[src/rtl/mux_eight_arbiter.sv]
`default_nettype none
// ============================================================================
// Module   : mux_eight_arbiter
// Purpose  : Round-robin arbiter with hold-limit rotation driving the select
//            of the eight-input mux_eight datapath.
// Revision : 1.0 - initial release
// ============================================================================
module mux_eight_arbiter #(
    parameter int MAX_HOLD = 8
) (
    input  logic       clk,
    input  logic       rst,
    input  logic [7:0] req,
    output logic [7:0] gnt,
    output logic [2:0] sel,
    output logic       busy,
    output logic       expire
);

    localparam int HW = $clog2(MAX_HOLD) + 1;
    localparam logic [HW-1:0] c_hold_last = HW'(MAX_HOLD - 1);

    typedef enum logic [0:0] {
        ST_IDLE  = 1'b0,
        ST_GRANT = 1'b1
    } state_t;

    state_t          r_state;
    state_t          w_state_nxt;
    logic [7:0]      r_gnt;
    logic [7:0]      w_gnt_nxt;
    logic [2:0]      r_sel;
    logic [2:0]      w_sel_nxt;
    logic [2:0]      r_ptr;
    logic [2:0]      w_ptr_nxt;
    logic [HW-1:0]   r_hold_cnt;
    logic [HW-1:0]   w_hold_nxt;
    logic            w_expire;
    logic [2:0]      w_ptr_inc;
    logic [3:0]      w_win_idle;
    logic [3:0]      w_win_rel;
    logic [3:0]      w_win_exp;

    // Returns {found, index}; the lowest offset from p with a request wins.
    function automatic logic [3:0] f_arbitrate(input logic [7:0] r, input logic [2:0] p);
        logic [3:0] res;
        logic [2:0] idx;
        res = 4'd0;
        for (int i = 7; i >= 0; i--) begin
            idx = p + 3'(i);
            if (r[idx]) res = {1'b1, idx};
        end
        return res;
    endfunction

    always_comb begin
        w_state_nxt = r_state;
        w_gnt_nxt   = r_gnt;
        w_sel_nxt   = r_sel;
        w_ptr_nxt   = r_ptr;
        w_hold_nxt  = r_hold_cnt;
        w_expire    = 1'b0;
        w_ptr_inc   = r_sel + 3'd1;
        w_win_idle  = f_arbitrate(req, r_ptr);
        w_win_rel   = f_arbitrate(req & ~(8'd1 << r_sel), w_ptr_inc);
        w_win_exp   = f_arbitrate(req, w_ptr_inc);

        case (r_state)
            ST_IDLE: begin
                if (w_win_idle[3]) begin
                    w_state_nxt = ST_GRANT;
                    w_gnt_nxt   = 8'd1 << w_win_idle[2:0];
                    w_sel_nxt   = w_win_idle[2:0];
                    w_hold_nxt  = '0;
                end
            end
            ST_GRANT: begin
                if (!req[r_sel]) begin
                    // Release takes precedence over a coincident hold-limit expiry.
                    w_ptr_nxt  = w_ptr_inc;
                    w_hold_nxt = '0;
                    if (w_win_rel[3]) begin
                        w_gnt_nxt = 8'd1 << w_win_rel[2:0];
                        w_sel_nxt = w_win_rel[2:0];
                    end else begin
                        w_state_nxt = ST_IDLE;
                        w_gnt_nxt   = 8'd0;
                    end
                end else if (r_hold_cnt == c_hold_last) begin
                    // The current owner is still requesting, so a winner always exists.
                    w_expire   = 1'b1;
                    w_ptr_nxt  = w_ptr_inc;
                    w_hold_nxt = '0;
                    w_gnt_nxt  = 8'd1 << w_win_exp[2:0];
                    w_sel_nxt  = w_win_exp[2:0];
                end else begin
                    w_hold_nxt = r_hold_cnt + HW'(1);
                end
            end
            default: begin
                w_state_nxt = ST_IDLE;
                w_gnt_nxt   = 8'd0;
            end
        endcase
    end

    always_ff @(posedge clk) begin
        if (rst) begin
            r_state    <= ST_IDLE;
            r_gnt      <= 8'd0;
            r_sel      <= 3'd0;
            r_ptr      <= 3'd0;
            r_hold_cnt <= '0;
        end else begin
            r_state    <= w_state_nxt;
            r_gnt      <= w_gnt_nxt;
            r_sel      <= w_sel_nxt;
            r_ptr      <= w_ptr_nxt;
            r_hold_cnt <= w_hold_nxt;
        end
    end

    assign gnt    = r_gnt;
    assign sel    = r_sel;
    assign busy   = |r_gnt;
    assign expire = w_expire;

endmodule
`default_nettype wire

[config.mk]
export PLATFORM = sky130hd
export DESIGN_NAME = mux_eight_arbiter
export DESIGN_NICKNAME = d
export VERILOG_FILES = /design/src/rtl/mux_eight_arbiter.sv
export SDC_FILE = /design/constraint.sdc
export NUM_CORES = 1
export LEC_CHECK = 0
export ABC_AREA = 1
export CORE_ASPECT_RATIO = 0.6
export CORE_MARGIN = 3
export CORE_UTILIZATION = 55
export CTS_CLUSTER_DIAMETER = 100
export DETAILED_ROUTE_END_ITERATION = 8
export PLACE_DENSITY = 0.82
export SETUP_SLACK_MARGIN = 0.2
export SLEW_MARGIN = 20
export SYNTH_ARGS = -nofsm -noshare
export SYNTH_HDL_FRONTEND = slang
export SYNTH_SLANG_ARGS = --single-unit
[constraint.sdc]
create_clock -name clk -period 4.82 [get_ports clk]
set_input_delay 0.964 -clock clk [delete_from_list [all_inputs] [get_ports clk]]
set_output_delay 0.964 -clock clk [all_outputs]
set_load 0.01 [all_outputs]
Word level (Yosys, flattened, before mapping). Cells that the tools add are included.

Register bits after elaboration: 19. Bits of input ports: 10. Output and inout bits: 13. Word-level logic and storage cells: 151.

$add $sub $neg: 16. Magnitude comparators: 17. Equality and inequality tests: 5. Shift operators: 4. Multiplexer cells: 97. Bitwise operators: 3. Reduce and logical (&&, ||, !) cells: 4.

Operators with widths (count): 2-to-1 mux 4 bit (19); binary-select mux 1 bit (select 3 bit) (25); less-than comparator 3 x 4 -> 1 bit (second input constant) (17); 2-to-1 mux 3 bit (14); 2-to-1 mux 8 bit (4); left shift 1 x 3 -> 8 bit (first input constant) (4); 2-to-1 mux 1 bit (31); adder 3 bit (second input constant) (8); one-hot mux 8 bit (2 select lines) (1); adder 3 x 2 -> 3 bit (second input constant) (4); adder 3 x 1 -> 3 bit (second input constant) (3); AND 8 bit (1); inverter 8 bit (1); one-hot mux 4 bit (2 select lines) (1); OR reduction 8 bit (1); one-hot mux 3 bit (2 select lines) (1); adder 4 x 1 -> 4 bit (second input constant) (1); == test 4 x 3 -> 1 bit (second input constant) (1); AND reduction 2 bit (2); inequality test 3 x 1 -> 1 bit (second input constant) (1); inequality test 3 x 2 -> 1 bit (second input constant) (1); AND reduction 3 bit (1); inequality test 2 x 1 -> 1 bit (second input constant) (1); inequality test 2 bit (second input constant) (1); other kinds (2) (2).

Depth between registers and ports, before layout. Gate-level depths: netlist of the first run.

Depth in word-level cells: 17. Mapped depth: 24. Depth with buffers taken out: 22.

Worst setup path before layout of the first run. Ideal clock, no wire load.

Path type: input -> output. Start point: input req[6]. End point: output expire. Arrival: 1.822 ns. Required time: 3.856 ns. Slack: 2.034 ns. Cell stages on the path: 10. Buffers on the path: 0. Cells stage by stage: inv_1 > nand2_1 > nand2_2 > nand2_1 > nand3_1 > nand2_1 > inv_2 > nor2_4 > inv_1 > nor2_1.

Longest elaborated chain between the ends: 4.

RTL lines: from (decl) (RTL line 13) `input logic [7:0] req,`; binary-select mux 1 bit (select 3 bit) (RTL line 78) `if (!req[r_sel]) begin`; 2-to-1 mux 1 bit (implied by the code) (RTL line 78); 2-to-1 mux 1 bit (RTL line 78); 2-to-1 mux 1 bit (RTL line 68) `case (r_state)`; to (decl) (RTL line 17) `output logic expire`.

Every way passes these cells. The select of a mux whose other input is x is not followed.

Worst setup path in the final report of the first run.
Start point: input req[5]. End point: output expire.

Same word-level chain as after synthesis.

==> results of run 1 <==
## worst min-delay path by stage
stage,startpoint,to,slack [ns],depth (start not counted)
after global placement,r_hold_cnt[3],r_hold_cnt[3],0.46,2
after floorplan,r_hold_cnt[3],r_hold_cnt[3],0.45,2
after detailed placement,r_hold_cnt[3],r_hold_cnt[3],0.47,2
after global routing,r_hold_cnt[3],r_hold_cnt[3],0.52,2
after CTS,r_hold_cnt[3],r_hold_cnt[3],0.49,2
final,r_hold_cnt[3],r_hold_cnt[3],0.49,2
## state kept, by name (all words and copies together) (netlist names)
signal      count
gnt             8
r_hold_cnt      4
r_ptr           3
r_state         1
sel             3
## per-layer routing
metal  vias to the layer above  track usage  wire length (um)
met4                         0       0.0355                77
li1                       1809            -                 -
met1                      1610        0.423              4230
met3                        10       0.0523               969
met2                       203        0.390              3580
met5                         -            0                 0
## area by class of cell
| cell class | count | area, um^2 |
|---|---|---|
| fill | 507 | 1910 |
| multi-input combinational | 441 | 2320 |
| sequential | 19 | 380 |
| timing repair buffer | 24 | 235 |
| tap | 77 | 96.3 |
| inverter | 77 | 294 |
| clock buffer | 4 | 45.0 |
## per-stage QoR
stage                util  area (um^2)  instances  hold slack, ns  setup WS, ns
global route        0.639         3370        642           0.524         0.674
finish              0.639         3370        642           0.490         0.787
global placement    0.630         3330        638           0.461         0.902
detailed placement  0.630         3330        638           0.473         0.829
CTS                 0.639         3370        642           0.486         0.825
floorplan               -         3130        552           0.445          2.03
## layout by cell type (no fill, tap or decap), types with 3 or more instances in the layout
| cell type | instances |
|---|---|
| a21oi_1 | 46 |
| a21oi_2 | 3 |
| clkbuf_8 | 3 |
| clkdlybuf4s50_1 | 22 |
| dfxtp_1 | 19 |
| ha_1 | 11 |
| inv_1 | 65 |
| inv_2 | 10 |
| nand2_1 | 193 |
| nand2_2 | 23 |
| nand2_4 | 3 |
| nand3_1 | 63 |
| nand3_2 | 12 |
| nand4_1 | 5 |
| nor2_1 | 17 |
| nor2_2 | 6 |
| nor2_4 | 4 |
| o211ai_1 | 5 |
| o21ai_0 | 22 |
| o21ai_1 | 8 |
## cells by family (layout without fill, tap and decap cells)
logic type	after synthesis	after routing	synth area share
compound gates	92	92	0.165
buf+inv	92	105	0.136
fa+ha+maj	11	11	0.0440
flops	19	19	0.122
xor+xnor	6	6	0.0348
simple gates	332	332	0.498
## critical path: cells and delay by family
kind,cells,cell delay [ns]
AO/OA/AOI/OAI,1,0.10
buffers and inverters,5,1.35
AND/OR/NAND/NOR,6,0.65
## cells in the mapped netlist (8+ instances only)
library cell / number / share of area
dfxtp_1: 19 / 0.12
ha_1: 11 / 0.044
inv_1: 65 / 0.078
nand3_2: 12 / 0.038
nor2_1: 17 / 0.020
nand3_1: 63 / 0.10
o21ai_1: 8 / 0.013
inv_2: 10 / 0.012
nand2_2: 23 / 0.046
a21oi_1: 46 / 0.074
o21ai_0: 22 / 0.035
nand2_1: 193 / 0.23
==> impl_results.md, run 1 <==
* Die Width at about 100 um
* Arrival time at the worst endpoint at roughly 3 ns
* Worst-case reg-to-reg path depth at 19
* Grt total ovfl at 0
* Synth cell types at approximately 40
* Asr flop ratio synth at 0
* CTS H-tree depth at 1
* Root buffer cell: clkbuf_8
* Final Hold Viols at 0
* WS Path Type: input pin to primary output
* Cell row count at 20
* Ant diodes at 0
* Clock buffer depth at 2
* CTS buffer count at 3
* Hold-fix buffer count after cts at 0
* CP Capture Type: primary output
* Final setup TNS at 0 ns
* TritonCTS clock tree: done
* Nets at between 500 and 600
* Most used cell, CP: nand2_1
* Core Region at 5280 um^2
* Largest net degree at the start of global routing at 24
* R2R Path Start: sel[0]
* Final Cycle Share at 0.837
* Remaining antenna violation count at 0
* Syn_nets at between 500 and 600
* Number of setup buffers added after CTS at 0
* Worst setup SP type: input pin
* Worst Path Max Fanout at 5
* Min Tclk post-route at approximately 4.0 ns
* Clock-pin slew on the worst setup and hold paths at 0.07 ns
* Worst hold path type: register to register
* Syn. warnings at 0
* Synth Register Bits at 19
* Global-route wire length before repair at between 10,000 and 15,000 um
* CP required at about 3.9 ns
* Slowest stage delay, CP at 0.54 ns
* Iter 0 DRT Violations at around 320
* Final GP Congestion at 0.979
* Critical Path End: expire
* Crit-path slowest cell: clkdlybuf4s50_1
* RSZ-0062 raised after global routing: false
* Die H at between 60 and 70 um
* Vias post-DR at 3,632
* P&R area growth vs syn at 7.84%
* TritonRoute pass-1 iters at 8
* Worst slew pin tran at 0.738 ns
* Post-CTS Resized at 0
* Avg Cell Area, Syn at between 5 and 6 um^2
* Final HPWL DP at 7190 um
* Vias in the first global route at 3,147
* Vias per cell at ~5.7
* Number of synthesized flops with an enable pin at 0
* Fmax at 0.248 GHz
* Predominant post-synthesis flop cell: dfxtp_1
* Max-Cap Viols at 0
* Endpoints failing setup at 0
* R2r endpoint: gnt[3]
* Pins Over Slew Limit at 0
* Post-synthesis sequential area ratio at 0.122
* Initial antenna violation count at 0
* Top-level port count at 23
* Worst Setup SP: req[5]
* Worst-Skew Late Latency at roughly 0.26 ns
* Worst Skew at around 0.0042 ns
* Layout cell share with drive strength beyond 1 at 0.133
* Buffers on Ports at 22
* Worst path cell trace: clkdlybuf4s50_1 -> inv_1 -> nand2_1 -> o21ai_1 -> nand2_1 -> nand3_1 -> nand2_1 -> inv_2 -> nor2_4 -> inv_1 -> nor2_1 -> clkdlybuf4s50_1
* DRC violations left at 0
* R2R Setup Slk at about 1.4 ns
* Total Routed Length at around 9000 um
* Area of the die at between 6000 and 7000 um^2
* Netlist Area Pre-Place at roughly 3100 um^2
* Relative slew slack at 0.507
* Post-Syn Instances at between 500 and 600
* Aggregate global-route resource usage at 0.272
* Starting Density at 0.592
* Status: finished, final reports clean
* Wire per inst at about 14 um
* Clk sink count at 19
Power of run 1 is not shown: default switching activity piles up to over one toggle a cycle in this logic, so the estimate is an artifact.
==> run 2: changes to the inputs <==
- PLACE_DENSITY: 0.82 -> 0.85
- clock period: 4.82 -> 3.3 ns (I/O delays scaled with it)
==> run 2 against run 1 <==
  * Non-clock buffer count is 16 higher
  * Global-route usage is 1.6 points higher
  * Utilization is 2.6 points higher
  * Via count is 1.7% higher
  * Flip-flop and latch count stayed put
  * Sequential share of layout area is 0.45 points lower
  * Critical path type unchanged
  * Die area stayed put
  * Highest routed layer unchanged
  * Critical path depth stayed put
==> impl_results.md, run 2 (synthesis gave the netlist of run 1 again) <==
* Status: finished, final reports clean (unchanged)
* Total Routed Length at 9300 um (was 8860 um)
* TritonRoute pass-1 iters at 5 (was 8)
* DRC violations left at 0 (unchanged)
* Final HPWL DP at 7530 um (was 7190 um)
* Starting Density at 0.592 (unchanged)
* Final Hold Viols at 0 (unchanged)
* Arrival time at the worst endpoint at 2.30 ns (was 3.07 ns)
* Worst Path Max Fanout at 4 (was 5)
* Worst path cell trace: clkdlybuf4s50_1 -> inv_1 -> nand2_1 -> nand2_2 -> nand2_1 -> nand3_1 -> nand2_1 -> inv_2 -> nor2_4 -> inv_1 -> nor2_1 -> dlygate4sd2_1 (was clkdlybuf4s50_1 -> inv_1 -> nand2_1 -> o21ai_1 -> nand2_1 -> nand3_1 -> nand2_1 -> inv_2 -> nor2_4 -> inv_1 -> nor2_1 -> clkdlybuf4s50_1)
* Initial antenna violation count at 0 (unchanged)
* CP required at 2.64 ns (was 3.86 ns)
* Relative slew slack at 0.747 (was 0.507)
* Die H at 64.4 um (unchanged)
* Cell row count at 20 (unchanged)
* Layout fillers at 520 (was 507)
* Pins Over Slew Limit at 0 (unchanged)
* Aggregate global-route resource usage at 0.288 (was 0.272)
* CTS buffer count at 3 (unchanged)
* Global-route wire length before repair at 15,300 um (was 14,600 um)
* P&R area growth vs syn at 12.3% (was 7.84%)
* Largest net degree at the start of global routing at 23 (was 24)
* Worst Setup SP: req[6] (was req[5])
* R2R Path Start: sel[0] (unchanged)
* Worst hold path type: register to register (unchanged)
* RSZ-0062 raised after global routing: false (unchanged)
* Metal2 WL at 3730 um (was 3580 um)
* CTS H-tree depth at 1 (unchanged)
* Core Region at 5280 um^2 (unchanged)
* Commonest non-fill, non-tap cell in the layout: nand2_1 (unchanged)
* Top-level port count at 23 (unchanged)
* Nets at 603 (was 587)
* Slowest stage delay, CP at 0.51 ns (was 0.54 ns)
* Clock buffer depth at 2 (unchanged)
* Vias post-DR at 3,695 (was 3,632)
* Final Util at 0.665 (was 0.639)
* Hold-fix buffer count after cts at 0 (unchanged)
* Clk sink count at 19 (unchanged)
* Crit-path slowest cell: clkdlybuf4s50_1 (unchanged)
* Top Metal Used: met4 (unchanged)
* Area of the die at 6660 um^2 (unchanged)
* Worst slew pin tran at 0.375 ns (was 0.738 ns)
* Clock-pin slew on the worst setup and hold paths at 0.07 ns (about the same)
* Met3 Wirelength at 975 um (was 969 um)
* Most used cell, CP: nand2_1 (unchanged)
* Wire per inst at 14.1 um (was 13.8 um)
* Iter 0 DRT Violations at 346 (was 315)
* Max-Cap Viols at 0 (unchanged)
* Crit path buffers/inverters at 5 (unchanged)
* TritonCTS clock tree: done (unchanged)
* Final Cycle Share at 0.898
* Top delay family on crit path: buffers and inverters (unchanged)
* Register area at 380 um^2 (unchanged)
* Ant diodes at 0 (unchanged)
* Worst setup SP type: input pin (unchanged)
* Grt total ovfl at 0 (unchanged)
* Final setup TNS at 0 ns (unchanged)
* Layout cell share with drive strength beyond 1 at 0.160 (was 0.133)
* Hold Startpoint: r_hold_cnt[3] (unchanged)
* Die Width at 103 um (unchanged)
* Final GP Congestion at 0.989 (was 0.979)
* Max reg flops at 8 (unchanged)
* Worst Skew at 0.00153 ns (was 0.00417 ns)
* Min Tclk post-route at about 3 ns
* Fmax at approximately 0.34 GHz
* Vias per cell at 5.62 (was 5.66)
* CP Capture Type: primary output (unchanged)
* Area of the multi-input gates at 2340 um^2 (was 2320 um^2)
* Vias in the first global route at 3,171 (was 3,147)
* Buffers on Ports at 22 (unchanged)
* Met1 wire length at 4570 um (was 4230 um)
* WS Path Type: input pin to primary output (unchanged)
* Endpoints failing setup at 0 (unchanged)
* Most frequent cells in the layout: nand2_1 (193), inv_1 (65), nand3_1 (63), a21oi_1 (46), nand2_2 (22) (was nand2_1 (193), inv_1 (65), nand3_1 (63), a21oi_1 (46), nand2_2 (23))
* Root buffer cell: clkbuf_8 (unchanged)
* Worst-Skew Late Latency at 0.26 ns (about the same)
* Number of setup buffers added after CTS at 0 (unchanged)
* Remaining antenna violation count at 0 (unchanged)
[run 2: cell count changes in the layout (fill, tap and decap cells not counted), sizes merged]
cell	previous run	this run
buf	2	18
clkdlybuf4s50	22	21
dlygate4sd2	0	1
[run 2: layer usage]
layer / global-route usage / vias to the layer above
met2: 0.400 / 194
li1: - / 1834
met1: 0.470 / 1663
met5: 0 / -
met3: 0.0469 / 4
met4: 0.0210 / 0
[run 2: worst register-to-register path, cell delays in order, from the launching register on]
cell      delay, ns
dfxtp_1        0.44
inv_2          0.06
ha_2           0.43
buf_4          0.22
nand3_1        0.14
nand2_1        0.09
nor2_1         0.05
inv_1          0.13
nand2_2        0.09
nor2_2         0.13
nand3_1        0.11
nand3b_1       0.23
nor2_1         0.11
inv_1          0.06
nand2_2        0.07
nor2_2         0.06
inv_2          0.07
a21oi_1        0.06
o21ai_1        0.09
inv_1          0.05
[run 2: layout make-up]
type | count | area share
clock buffer | 4 | 0.0128
inverter | 77 | 0.0837
multi-input combinational | 441 | 0.667
sequential | 19 | 0.108
tap | 77 | 0.0274
timing repair buffer | 40 | 0.101
[run 2: what timing repair did]
action	in CTS	in global routing
endpoints found under the setup margin	1	11
endpoints found under the hold margin	0	0
gates resized for setup	1	5
[run 2: final timing paths]
kind | to | slack, ns | depth (start not counted)
worst max-delay path | expire | 0.34 | 12
worst max register to register | sel[1] | 0.52 | 19
worst min register to register | r_hold_cnt[3] | 0.49 | 2
worst min-delay path | r_hold_cnt[3] | 0.49 | 2
[run 2: per-stage QoR]
step	instance area, um^2	instances	setup WS, ns	hold WS [ns]
3_3_place_gp	3450	654	0.134	0.474
4_1_cts	3490	658	0.347	0.491
2_1_floorplan	3130	552	0.638	0.445
6_report	3510	658	0.338	0.495
3_5_place_dp	3450	654	0.0718	0.479
5_1_grt	3510	658	0.202	0.532
Power of run 2 is left out for the same reason.
==> variant 1: new RTL, settings of run 2 <==
Reset style: asynchronous (`rst`), changed in one clocked block.
--- a/src/rtl/mux_eight_arbiter.sv
+++ b/src/rtl/mux_eight_arbiter.sv
@@ -104,7 +104,7 @@
         endcase
     end
 
-    always_ff @(posedge clk) begin
+    always_ff @(posedge clk or posedge rst) begin
         if (rst) begin
             r_state    <= ST_IDLE;
             r_gnt      <= 8'd0;
Formal check against the unedited RTL: differs if rst is asserted again (counterexample within 4 cycles, from zero or initial values and one cycle with rst high); with rst held inactive, the same outputs for 10 cycles.
==> variant 1 against run 2 <==
  * Sequential cell count unchanged
  * Routed wire length down 0.99%
  * Global-route usage shrank 1.2 points
  * Setup slack better by 0.077 ns
  * Hold slack improved by 0.047 ns
  * Synthesized area grew 3.1%
  * Cell area increased by 4.5%
  * Die area up 2.8%
  * Clock skew is 0.0075 ns higher
Power is not shown: default switching activity piles up to over one toggle a cycle in this logic, so the estimate is an artifact.
==> variant 1: results (changes against run 2) <==
| Metric | Value |
|---|---|
| Run status | completed |
| Pre-CTS setup slack | 0.0671 ns (-0.00469 ns) |
| Most frequent cells after synthesis | nand2_1 (218), nand3_1 (77), inv_1 (70) |
| Clock skew | 0.00905 ns (+0.00752 ns) |
| Critical path fanouts, max | 15 (+11) |
| PostCTS Resize Cnt | 3 (+2) |
| Adder-Cell Fraction of Synth Area | 4.27% (-0.13 points) |
| Sequential cell area share | 13.0% (+2.2 points) |
| Pin count of the biggest net entering global routing | 20 (-13%) |
| Most used DFF post-synth | dfrtp_1 |
| ClkCell Share | 1.33% (+0.048 points) |
| Crit-path slowest cell | dfrtp_2 |
| Inverter count | 82 (+6.5%) |
| Clkbuf count | 3 (-1) |
| Non-clk bufs | 42 (+5.0%) |
| Dpl cell area | 3570 µm² (+3.6%) |
| GR Util All Layers | 27.6% (-1.2 points) |
| Synth Area in Compound Gates | 9.55% (-7.0 points) |
| Detailed placement HPWL | 7400 µm (-1.8%) |
| Vias in the first global route | 3363 (+6.1%) |
| DR vias/cell | 5.43 (-3.4%) |
| Starting DRT DRC Count | 421 (+22%) |
| Post-Synth XOR/XNOR Area | 3.30% (-0.18 points) |
| Yosys cell types | 34 (-17%) |
| Multi-input gates | 463 (+5.0%) |
| GP Congestion | 0.961 (-2.8%) |
| FF+latch count | 19 (unchanged) |
| Post-Layout Cell Count | 687 (+4.4%) |
| Fill cell count | 517 (-0.58%) |
| Avg Cell Area, Syn | 5.60 µm² (-1.2%) |
| Delay-heaviest family, CP | simple AND/OR/NAND/NOR gates |
| Storage element area | 478 µm² (+26%) |
## variant 1: worst paths after layout
kind                                    start       endpoint  slack [ns]  cells after the start
worst max-delay path                   sel[1]         gnt[6]        0.42                     19
worst min-delay path            r_hold_cnt[0]  r_hold_cnt[0]        0.54                      1
worst max register to register         sel[1]         gnt[6]        0.42                     19
worst min register to register  r_hold_cnt[0]  r_hold_cnt[0]        0.54                      1
max in group asynchronous                 rst       r_ptr[1]        2.01                      2
min in group asynchronous                 rst  r_hold_cnt[0]        0.80                      2
## variant 1: per-layer routing
metal	share of wire, %	routed length (µm)	global-route usage [%]	vias up
met5	0	0	0	-
li1	-	-	-	1873
met4	0.68	63	5.24	0
met1	47	4280	40.9	1665
met3	13	1190	5.30	8
met2	40	3670	41.9	182
==> variant 2: new RTL, flow settings as in run 2 <==
Without the edit above. `MAX_HOLD`: 8 -> 16.
--- a/src/rtl/mux_eight_arbiter.sv
+++ b/src/rtl/mux_eight_arbiter.sv
@@ -6,7 +6,7 @@
 // Revision : 1.0 - initial release
 // ============================================================================
 module mux_eight_arbiter #(
-    parameter int MAX_HOLD = 8
+    parameter int MAX_HOLD = 16
 ) (
     input  logic       clk,
     input  logic       rst,
Check against the original RTL: not equivalent (a bounded check fails within 10 cycles, from zero or initial values and one cycle with rst high).
==> variant 2 against run 2 <==
  * Sequential cell count up 1
  * Cell area rose by 5.3%
  * Routed wire length increased by 12%
  * Via count increased by 9.6%
  * Synthesized area up 5.2%
  * Maximum frequency rose by 0.97%
  * Setup slack improved by 0.028 ns
Power is not shown: default switching activity piles up to over one toggle a cycle in this logic, so the estimate is an artifact.
==> variant 2: results (changes against run 2) <==
| Metric | Value |
|---|---|
| FF-to-FF setup slack | 0.44 ns (-0.08 ns) |
| Detailed placement HPWL | 8270 µm (+9.7%) |
| First-pass GRT wire length | 16600 µm (+8.3%) |
| Met1 Track Usage GR | 43.7% (-3.3 points) |
| Met3 Resource Use GR | 6.24% (+1.6 points) |
| Yosys cell types | 40 (-2.4%) |
| Vias in the first global route | 3469 (+9.4%) |
| Global-route met2 utilization | 43.1% (+3.1 points) |
| Nets@finish | 641 (+6.3%) |
| Worst reg-to-reg path cell count | 21 (+2) |
| Hold WS | 0.453 ns (-0.0421 ns) |
| Synthesized Nets | 612 (+6.8%) |
| Fill cell count | 545 (+4.8%) |
| DR pass1 iterations | 6 (+1) |
| Starting DRT DRC Count | 420 (+21%) |
| GP Congestion | 1.06 (+7.2%) |
| Metal2 WL | 4160 µm (+11%) |
| Final wirelength | 10400 µm (+12%) |
| CP arrival | 2.27 ns (-0.03 ns) |
| GR Util All Layers | 29.1% (+0.29 points) |
| Clock skew | 0.00230 ns (+0.000778 ns) |
| Metal1 wirelength | 4670 µm (+2.1%) |
| Run status | completed |
| Synth top area cells | nand2_1 (23%), nand3_1 (14%), dfxtp_1 (12%) |
| Measured slew at the worst slew-check pin | 0.407 ns (+0.0313 ns) |
| Via Count | 4051 (+9.6%) |
| Avg Cell Area, Syn | 5.56 µm² (-1.9%) |
| Most frequent cells after synthesis | nand2_1 (205), nand3_1 (91), inv_1 (63) |
| Share of post-route cells with drive strength above 1 | 14.5% (-1.5 points) |
| Placed cell count | 696 (+6.4%) |
==> variant 2: changes by cell type after synthesis, moves of 3 or more <==
cell and change:
nand3_1 +28, nor2_1 +20, a21oi_1 -17, nand2_1 +12, nand2_2 -9, buf_2 +4, nand3_2 +4, nor2_4 -4
o21ai_0 -4, o21ai_1 -4, a31oi_1 +3, nand4_1 +3
==> variant 2: area by class of cell <==
class,count,area [µm²],area share (%)
flip-flops and latches,20,402,10.9
repair buffers,42,373,10.1
inverters,75,287,7.75
clock buffers,3,41.3,1.12
multi-input cells,479,2500,67.5
well taps,80,100,2.71
==> variant 2: metrics by stage <==
step	cell area (µm²)	util (%)	worst slack (ns)
floorplan	3290	-	0.663
global placement	3610	63.6	0.219
detailed placement	3610	63.6	0.159
CTS	3650	64.4	0.237
global route	3700	65.2	0.194
finish	3700	65.2	0.366
==> variant 2: critical path, stage by stage <==
cell	delay, ns
clkdlybuf4s50_1	0.50
inv_1	0.08
nand2_1	0.07
nand2_1	0.10
nand3_1	0.11
nand4_2	0.13
nor2_1	0.14
inv_1	0.07
nor2_1	0.11
dlygate4sd2_1	0.29
==> variant 2: logic make-up after synthesis <==
group	share of synthesized area [%]
adder cells (fa/ha/maj)	3.80
AO/OA/AOI/OAI	11.9
buffers and inverters	13.2
flip-flops	12.2
AND/OR/NAND/NOR	56.3
XOR/XNOR	2.66
==> variant 2: final timing paths <==
check | start | to
worst min register to register | r_hold_cnt[4] | r_hold_cnt[4]
worst max register to register | sel[0] | gnt[5]
worst max-delay path | req[0] | expire
worst min-delay path | r_hold_cnt[4] | r_hold_cnt[4]
==> variant 2: what timing repair did <==
item / in CTS / in global routing
endpoints found under the setup margin: 1 / 11
hold buffers: 0 / 0
endpoints found under the hold margin: 0 / 0
resized for setup: 1 / 11
